$ cat config.mk
export PLATFORM = sky130hd
export DESIGN_NAME = uart_slot_arbiter
export DESIGN_NICKNAME = d
export VERILOG_FILES = /design/src/rtl/uart_slot_arbiter.sv
export SDC_FILE = /design/constraint.sdc
export NUM_CORES = 1
export LEC_CHECK = 0
export BUFFER_PORTS_ARGS = -buffer_cell sky130_fd_sc_hd__buf_2
export CORE_MARGIN = 2
export CORE_UTILIZATION = 45
export DETAILED_ROUTE_END_ITERATION = 7
export PLACE_DENSITY_LB_ADDON = 0.15
export SLEW_MARGIN = 0
export SYNTH_ARGS = -nofsm -noshare
export SYNTH_HDL_FRONTEND = slang
export SYNTH_SLANG_ARGS = --single-unit
$ cat constraint.sdc
create_clock -name clk -period 3.1 [get_ports clk]
set_input_delay 0.465 -clock clk [delete_from_list [all_inputs] [get_ports clk]]
set_output_delay 0.465 -clock clk [all_outputs]
set_load 0.01 [all_outputs]
$ cat src/rtl/uart_slot_arbiter.sv
// Arbitrates the shared UART between the four j4 thread slots via a lock register,
// buffering TX and RX bytes in small FIFOs that only the lock owner may touch.
module uart_slot_arbiter #(
  parameter int TX_DEPTH     = 8,
  parameter int RX_DEPTH     = 8,
  parameter int LOCK_TIMEOUT = 65535
) (
  input  logic        clk,
  input  logic        reset,
  input  logic        io_rd,
  input  logic        io_wr,
  input  logic [15:0] io_addr,
  input  logic [1:0]  io_slot,
  input  logic [15:0] io_dout,
  output logic [15:0] io_din,
  output logic        uart0_wr,
  output logic [7:0]  uart_w,
  input  logic        uart_tx_busy,
  output logic        uart0_rd,
  input  logic        uart0_valid,
  input  logic [7:0]  uart0_data,
  output logic [2:0]  owner,
  output logic [7:0]  drop_cnt
);

  localparam int TXA = $clog2(TX_DEPTH);
  localparam int RXA = $clog2(RX_DEPTH);
  localparam int TW  = (LOCK_TIMEOUT > 1) ? $clog2(LOCK_TIMEOUT + 1) : 1;
  localparam logic [TW-1:0]  TMAX        = TW'(LOCK_TIMEOUT - 1);
  localparam logic [TXA:0]   TX_FULL_CNT = (TXA + 1)'(TX_DEPTH);
  localparam logic [RXA:0]   RX_FULL_CNT = (RXA + 1)'(RX_DEPTH);

  typedef enum logic {TX_IDLE, TX_SEND} tx_state_t;

  tx_state_t tx_state, tx_state_next;

  logic [7:0]    tx_mem [TX_DEPTH];
  logic [TXA-1:0] tx_wp, tx_rp;
  logic [TXA:0]  tx_cnt;
  logic [7:0]    rx_mem [RX_DEPTH];
  logic [RXA-1:0] rx_wp, rx_rp;
  logic [RXA:0]  rx_cnt;

  logic          lock_held;
  logic [1:0]    lock_slot;
  logic [TW-1:0] idle_cnt;
  logic          rd_last;

  logic sel_data, sel_status, sel_lock;
  logic is_owner, owner_access, lock_wr;
  logic tx_full, rx_full, rx_empty;
  logic tx_push, tx_pop, rx_push, rx_pop, data_drop;
  logic unused_bits;

  // Exactly one of the three decode bits must be set for an access to count.
  assign sel_data   =  io_addr[12] & ~io_addr[13] & ~io_addr[14];
  assign sel_status = ~io_addr[12] &  io_addr[13] & ~io_addr[14];
  assign sel_lock   = ~io_addr[12] & ~io_addr[13] &  io_addr[14];
  assign unused_bits = ^{io_addr[15], io_addr[11:0], io_dout[15:8]};

  assign owner        = {lock_held, lock_slot};
  assign is_owner     = lock_held && (lock_slot == io_slot);
  assign owner_access = (io_rd || io_wr) && (sel_data || sel_status || sel_lock) && is_owner;
  assign lock_wr      = io_wr && sel_lock;

  assign tx_full  = (tx_cnt == TX_FULL_CNT);
  assign rx_full  = (rx_cnt == RX_FULL_CNT);
  assign rx_empty = (rx_cnt == '0);

  // A pop in the same cycle frees a slot, so a full FIFO can still accept a push.
  assign tx_push   = io_wr && sel_data && is_owner && (!tx_full || tx_pop);
  assign rx_pop    = io_rd && sel_data && is_owner && !rx_empty;
  assign rx_push   = uart0_valid && !rd_last && (!rx_full || rx_pop);
  assign uart0_rd  = rx_push;
  assign data_drop = (io_wr && sel_data && !tx_push) || (io_rd && sel_data && !is_owner);

  always_ff @(posedge clk or posedge reset) begin
    if (reset) tx_state <= TX_IDLE;
    else       tx_state <= tx_state_next;
  end

  always_comb begin
    tx_state_next = tx_state;
    tx_pop        = 1'b0;
    uart0_wr      = 1'b0;
    case (tx_state)
      TX_IDLE: begin
        if (tx_cnt != '0 && !uart_tx_busy) begin
          tx_pop        = 1'b1;
          tx_state_next = TX_SEND;
        end
      end
      TX_SEND: begin
        uart0_wr      = 1'b1;
        tx_state_next = TX_IDLE;
      end
    endcase
  end

  always_ff @(posedge clk) begin
    if (tx_push) tx_mem[tx_wp] <= io_dout[7:0];
    if (rx_push) rx_mem[rx_wp] <= uart0_data;
  end

  always_ff @(posedge clk or posedge reset) begin
    if (reset) begin
      tx_wp   <= '0;
      tx_rp   <= '0;
      tx_cnt  <= '0;
      uart_w  <= 8'd0;
      rx_wp   <= '0;
      rx_rp   <= '0;
      rx_cnt  <= '0;
      rd_last <= 1'b0;
    end else begin
      if (tx_push) tx_wp <= tx_wp + TXA'(1);
      if (tx_pop) begin
        tx_rp  <= tx_rp + TXA'(1);
        uart_w <= tx_mem[tx_rp];
      end
      tx_cnt  <= tx_cnt + (TXA + 1)'(tx_push) - (TXA + 1)'(tx_pop);
      if (rx_push) rx_wp <= rx_wp + RXA'(1);
      if (rx_pop)  rx_rp <= rx_rp + RXA'(1);
      rx_cnt  <= rx_cnt + (RXA + 1)'(rx_push) - (RXA + 1)'(rx_pop);
      rd_last <= rx_push;
    end
  end

  // Reads with an invalid decode leave the previous read data in place.
  always_ff @(posedge clk or posedge reset) begin
    if (reset) begin
      io_din   <= 16'd0;
      drop_cnt <= 8'd0;
    end else begin
      if (io_rd) begin
        if (sel_data)        io_din <= rx_pop ? {8'd0, rx_mem[rx_rp]} : 16'd0;
        else if (sel_status) io_din <= {12'd0, tx_full, is_owner, !rx_empty, 1'b1};
        else if (sel_lock)   io_din <= {13'd0, owner};
      end
      if (data_drop && drop_cnt != 8'hFF) drop_cnt <= drop_cnt + 8'd1;
    end
  end

  // Any lock write in the timeout cycle takes precedence over the auto-release.
  always_ff @(posedge clk or posedge reset) begin
    if (reset) begin
      lock_held <= 1'b0;
      lock_slot <= 2'd0;
      idle_cnt  <= '0;
    end else if (lock_wr && io_dout[0] && !lock_held) begin
      lock_held <= 1'b1;
      lock_slot <= io_slot;
      idle_cnt  <= '0;
    end else if (lock_wr && !io_dout[0] && is_owner) begin
      lock_held <= 1'b0;
      lock_slot <= 2'd0;
      idle_cnt  <= '0;
    end else if (owner_access) begin
      idle_cnt <= '0;
    end else if (lock_held && !lock_wr && LOCK_TIMEOUT != 0) begin
      if (idle_cnt == TMAX) begin
        lock_held <= 1'b0;
        lock_slot <= 2'd0;
        idle_cnt  <= '0;
      end else begin
        idle_cnt <= idle_cnt + TW'(1);
      end
    end
  end

endmodule

### Word-level counts from Yosys, hierarchy flattened

Memory sizes are Yosys's and may differ from the RTL's. A register that Yosys moved wholly into a read port is not among the register bits.
Index checks and enable logic that the tools add are counted.

| operators by class | value |
|---|---|
| add/subtract/negate cells | 10 |
| equal/unequal tests | 6 |
| mux-type cells | 27 |
| bitwise operators | 10 |
| reductions and logical operators | 45 |

Operator list:

| kind | number |
|---|---|
| $mux W16 | 8 |
| $logic_and A1 B1 Y1 | 21 |
| $add A16 B1 Y16 const B | 1 |
| $eq A16 B16 Y1 const B | 1 |
| $add A3 B1 Y3 const B | 4 |
| $mux W1 | 12 |
| $logic_not A1 Y1 | 10 |
| $mux W2 | 5 |
| $reduce_bool A3 Y1 | 3 |
| $add A4 B1 Y4 | 2 |
| $add A8 B1 Y8 const B | 1 |
| $eq A4 B4 Y1 const B | 2 |
| $mux W8 | 1 |
| $ne A8 B8 Y1 const B | 1 |
| $reduce_bool A4 Y1 | 2 |
| $sub A4 B1 Y4 | 2 |
| $and A1 B1 Y1 | 6 |
| $logic_or A1 B1 Y1 | 6 |
| $logic_not A4 Y1 | 1 |
| $not A1 Y1 | 4 |
| $ne A3 B1 Y1 const B | 1 |
| $reduce_and A3 Y1 | 1 |
| $eq A2 B2 Y1 | 1 |
| $pmux W1 S2 | 1 |
| $reduce_and A2 Y1 | 1 |

| storage, ports and cells | value |
|---|---|
| register bits | 65 |
| bits in writable memories | 128 |
| input bits | 48 |
| memories | 2 |

Memories:

| name | depth | bits a word | rd ports | clocked after memory_dff | wr ports | RTL line | source |
|---|---|---|---|---|---|---|---|
| rx_mem | 8 | 8 | 1 | 0 | 1 | 40 | `logic [7:0] rx_mem [RX_DEPTH];` |
| tx_mem | 8 | 8 | 1 | 1 | 1 | 37 | `logic [7:0] tx_mem [TX_DEPTH];` |

### Depth between registers and ports, before layout

| logic depth | value |
|---|---|
| word-level depth | 10 |
| gate-level depth with buffers | 11 |
| mapped depth without buffers | 11 |

### Worst setup path after synthesis

Ideal clock, no wire load.

| timing | value |
|---|---|
| path type | register -> register |
| start | register lock_slot[1] |
| end | memory rx_mem[1][0], enable pin |
| library setup time | 398 ps |
| arrival time | 2450 ps |
| setup slack | 252 ps |
| stages on the path, launching flop included | 7 |
| path buffers | 0 |
| period minus slack after synthesis | 2848 ps |
| cells stage by stage | dfrtp_1 > xor2_2 > nor3_4 > nand4_4 > inv_4 > o21ai_4 > nor4b_1 |

| on the way | value |
|---|---|
| longest elaborated chain between the ends | 8 |

Ends and longest elaborated chain:

| what | RTL line | source |
|---|---|---|
| start, declared | 45 | `logic [1:0] lock_slot;` |
| start signal, assigned | 152 | `lock_slot <= io_slot;` |
| $eq A2 B2 Y1 | 62 | `assign is_owner = lock_held && (lock_slot == io_slot);` |
| $logic_and A1 B1 Y1 | 62 |  |
| $logic_and A1 B1 Y1 (2 in a row) | 72 | `assign rx_pop = io_rd && sel_data && is_owner && !rx_empty;` |
| via rx_pop | 52 | `logic tx_push, tx_pop, rx_push, rx_pop, data_drop;` |
| $logic_or A1 B1 Y1 | 73 | `assign rx_push = uart0_valid && !rd_last && (!rx_full \|\| rx_pop);` |
| $logic_and A1 B1 Y1 | 73 |  |
| $mux W1 | 102 | `if (rx_push) rx_mem[rx_wp] <= uart0_data;` |
| $mux W1 (not written as such) | 102 |  |
| end, declared | 40 |  |

The timed path passes the listed nets, and every way through them passes these cells.

### Worst setup path after layout

| timing | value |
|---|---|
| start | register lock_slot[1] |
| end | output uart0_rd |

| on the way | value |
|---|---|
| longest elaborated chain between the ends | 6 |

Ends and longest elaborated chain:

| what | RTL line | source |
|---|---|---|
| $eq A2 B2 Y1 | 62 |  |
| $logic_and A1 B1 Y1 | 62 |  |
| $logic_and A1 B1 Y1 (2 in a row) | 72 |  |
| via rx_pop | 52 |  |
| $logic_or A1 B1 Y1 | 73 |  |
| $logic_and A1 B1 Y1 | 73 |  |
| end, declared | 19 | `output logic uart0_rd,` |

The timed path passes the listed nets, and every way through them passes these cells.

==> metrics.txt <==
R2R Path End rx_cnt[2]$_DFF_PP0_; Area after DPL 9260 um2; area grow syn2layout 14.67%; gr usage total about 17%; clk_lat worst skew 430 ps; placed cells approximately 860; reg-to-reg setup timing slack ~550 ps; sequential fraction of the synthesis area ~63%; vias in the first global route slightly below 5000; post-CTS setup-driven buffer insertion count 0; fillcell total around 1500; Sink Count 193; crit end category output pin; share of layout cells above drive strength 1 27.98%; Cell Pwr Density between 700 and 800 nW/um2; ANT nets after route 0; CP Max Fanout 8; worst hold margin around 300 ps; status finished, final reports clean; final count of hold timing violations 0; Max Slew Vio Count 0; mean post-synth cell area 15.29 um2; setup violators final 0; grt peak-use layer met2; most common cell in the netlist edfxtp_1; unique cell type count in the Yosys netlist 75; Worst Tran Pin Value roughly 780 ps; Post-synth top cells edfxtp_1, dfrtp_1, nor2_1; # DRC 0; minimum clock period 2668 ps; # nets final slightly above 700; largest net degree at the start of global routing 29; flops & latches, synth 193; Max stage delay cell, worst path dfrtp_1; post-synth top area share roughly 45%; HP Class input port to flop; detailed-placement wirelength estimate 11.10 mm; WHS Path Cells 1; CTS root buf clkbuf_16; Hold Startpoint uart0_data[2]; fin crit share ~86%; initial cell density of the core around 46%; Setup TNS Final 0 ps; CP Cell Sequence xor2_2 -> nor3_4 -> nand4_4 -> inv_4 -> o21ai_4 -> inv_4 -> buf_2; Critical Path Start lock_slot[1]$_DFFE_PP0P_; Crit path buffers/inverters 3; Synth area leaders edfxtp_1, dfrtp_1, mux4_2; die width 142.4 um; Worst path most repeated cell inv_4; skew final 10.35 ps; H-tree depth 4; Fmax achieved about 370 MHz; drt via density 5.511; Worst Setup Start Kind flop; TritonCTS buffer count 17; relative slew slack between 40% and 50%; CP arrival between 2000 and 2500 ps; CP peak stage delay 490 ps; required time of the critical path between 2000 and 3000 ps; met1 Usage GRT ~24%; Final Wtd Congestion 0.7935; crit-path leading delay family flip-flops; met3 Use GR under 10%; I/O pin cnt 85; CTS tree done; Place WS 407.6 ps; core area between 15000 and 20000 um2; Post-synth ARST share 33.68%; row count 50; first-pass GRT wire length ~26 mm; Yosys warnings 0; CTS clk-pin slew, worst paths 70 ps; Via Count roughly 5000; drt pass-1 iters 5; # port buffers 55; Post-Syn Area about 8600 um2; final non-filler cell total approximately 890; worst ir drop on vdd 0.4101 mV; wire per inst ~18 um; max cap viols 0; Crit Path Category flop to output pin; unrepaired setup endpoints after global routing false; n_diodes 0; Top FF cell, synth edfxtp_1; WL final between 15 and 20 mm; P_leak between 3 and 4 nW; setup ws final roughly 430 ps; Synth area leader edfxtp_1; met2 Use GR ~28%; R2R cell count 10; clock buffer depth 2; hold-critical path endpoint rx_mem[5][2]$_DFFE_PP_; antenna violations before repair 0; EDFF count, synth ~130; die height about 140 um; R2R Path Start lock_slot[1]$_DFFE_PP0P_; DR iter-0 viols 351; Die ar. about 20000 um2; Overflow after GRT 0; design area between 9000 and 10000 um2; Synth Instances about 560
-- worst max-delay path by stage --
stage	endpoint	cells after the start
finish	uart0_rd	7
global route	uart0_rd	7
CTS	uart0_rd	7
floorplan	rx_mem[1][0]$_DFFE_PP_	6
detailed placement	rx_cnt[2]$_DFF_PP0_	11
global placement	rx_cnt[1]$_DFF_PP0_	11
-- repair_timing --
item / CTS / global route
endpoints found under the hold margin: 11 / 0
hold buffers: 1 / 0
resized for setup: 0 / 0
-- routing by layer --
metal	routed length, um	part of all wire [%]	vias up
li1	-	-	2299
met1	7567	47	2471
met2	7772	48	110
met3	756	4.7	14
met4	161	0.99	0
met5	0	0	-
-- sequential cells by signal, indices dropped and copies added, names as in the netlist --
register,cells
drop_cnt,8
rx_rp,3
rd_last,1
idle_cnt,16
tx_state,1
tx_wp,3
rx_wp,3
lock_held,1
tx_cnt,4
rx_mem,64
rx_cnt,4
io_din,8
lock_slot,2
tx_mem,64
tx_rp,3
uart_w,8
-- layout by cell type, fill, tap and decap left out, types with 3 or more instances in the layout --
cell type	instances
edfxtp_1	128
dfrtp_1	65
buf_2	55
nor2_1	38
mux4_2	32
buf_4	28
nand2_1	25
inv_1	20
a21oi_1	19
ha_1	18
clkbuf_16	17
nand4_1	16
xnor2_1	16
mux2i_1	15
nand3_1	11
o21ai_0	10
xor2_1	8
nor3_1	8
conb_1	8
and3_1	6
mux2_2	6
nand2b_1	6
a21o_1	6
a22o_1	5
o2bb2ai_1	4
inv_6	4
inv_8	4
or3_1	3
nor4b_2	3
and2_1	3
nor4_2	3
clkinv_4	3
-- area by class of cell --
cell class	count	area, um2	share of cell area, %
inverter	23	91.34	0.9239
multi-input combinational	322	2920	29.54
clock inverter	15	190.2	1.924
timing repair buffer	84	495.5	5.012
tap	234	292.8	2.962
sequential	193	5470	55.33
clock buffer	17	425.4	4.303
-- per-stage QoR --
| step | utilization, % | total power [mW] |
|---|---|---|
| after floorplan | - | 5.050 |
| after global placement | 49.34 | 5.573 |
| after detailed placement | 49.34 | 5.632 |
| after CTS | 52.67 | 7.924 |
| after global routing | 52.67 | 8.290 |
| final | 52.67 | 7.815 |
-- worst reg2reg max path, stage by stage (launching register included) --
cell and delay, ps:
dfrtp_1 490, xor2_2 220, nor3_4 270, nand4_4 210, inv_4 190, ha_1 250
inv_1 50, ha_1 160, inv_1 60, fa_1 390, xnor2_1 140
-- where the power goes --
part | internal [mW] | switching [mW]
sequential | 3.12 | 0.429
clock | 1.23 | 1.03
combinational | 1.02 | 0.990
-- kinds of logic after synthesis --
kind of cell / after synthesis / synth area share [%]
DFF: 193 / 63.45
and+or+nand+nor: 138 / 9.318
AOI/OAI and AO/OA: 74 / 6.734
buffers and inverters: 56 / 3.178
muxes: 55 / 11.19
xor gates and xnor gates: 27 / 3.004
adders and majority gates: 20 / 3.077
other: 1 / 0.04350
Power figures use the tool's default switching activity.
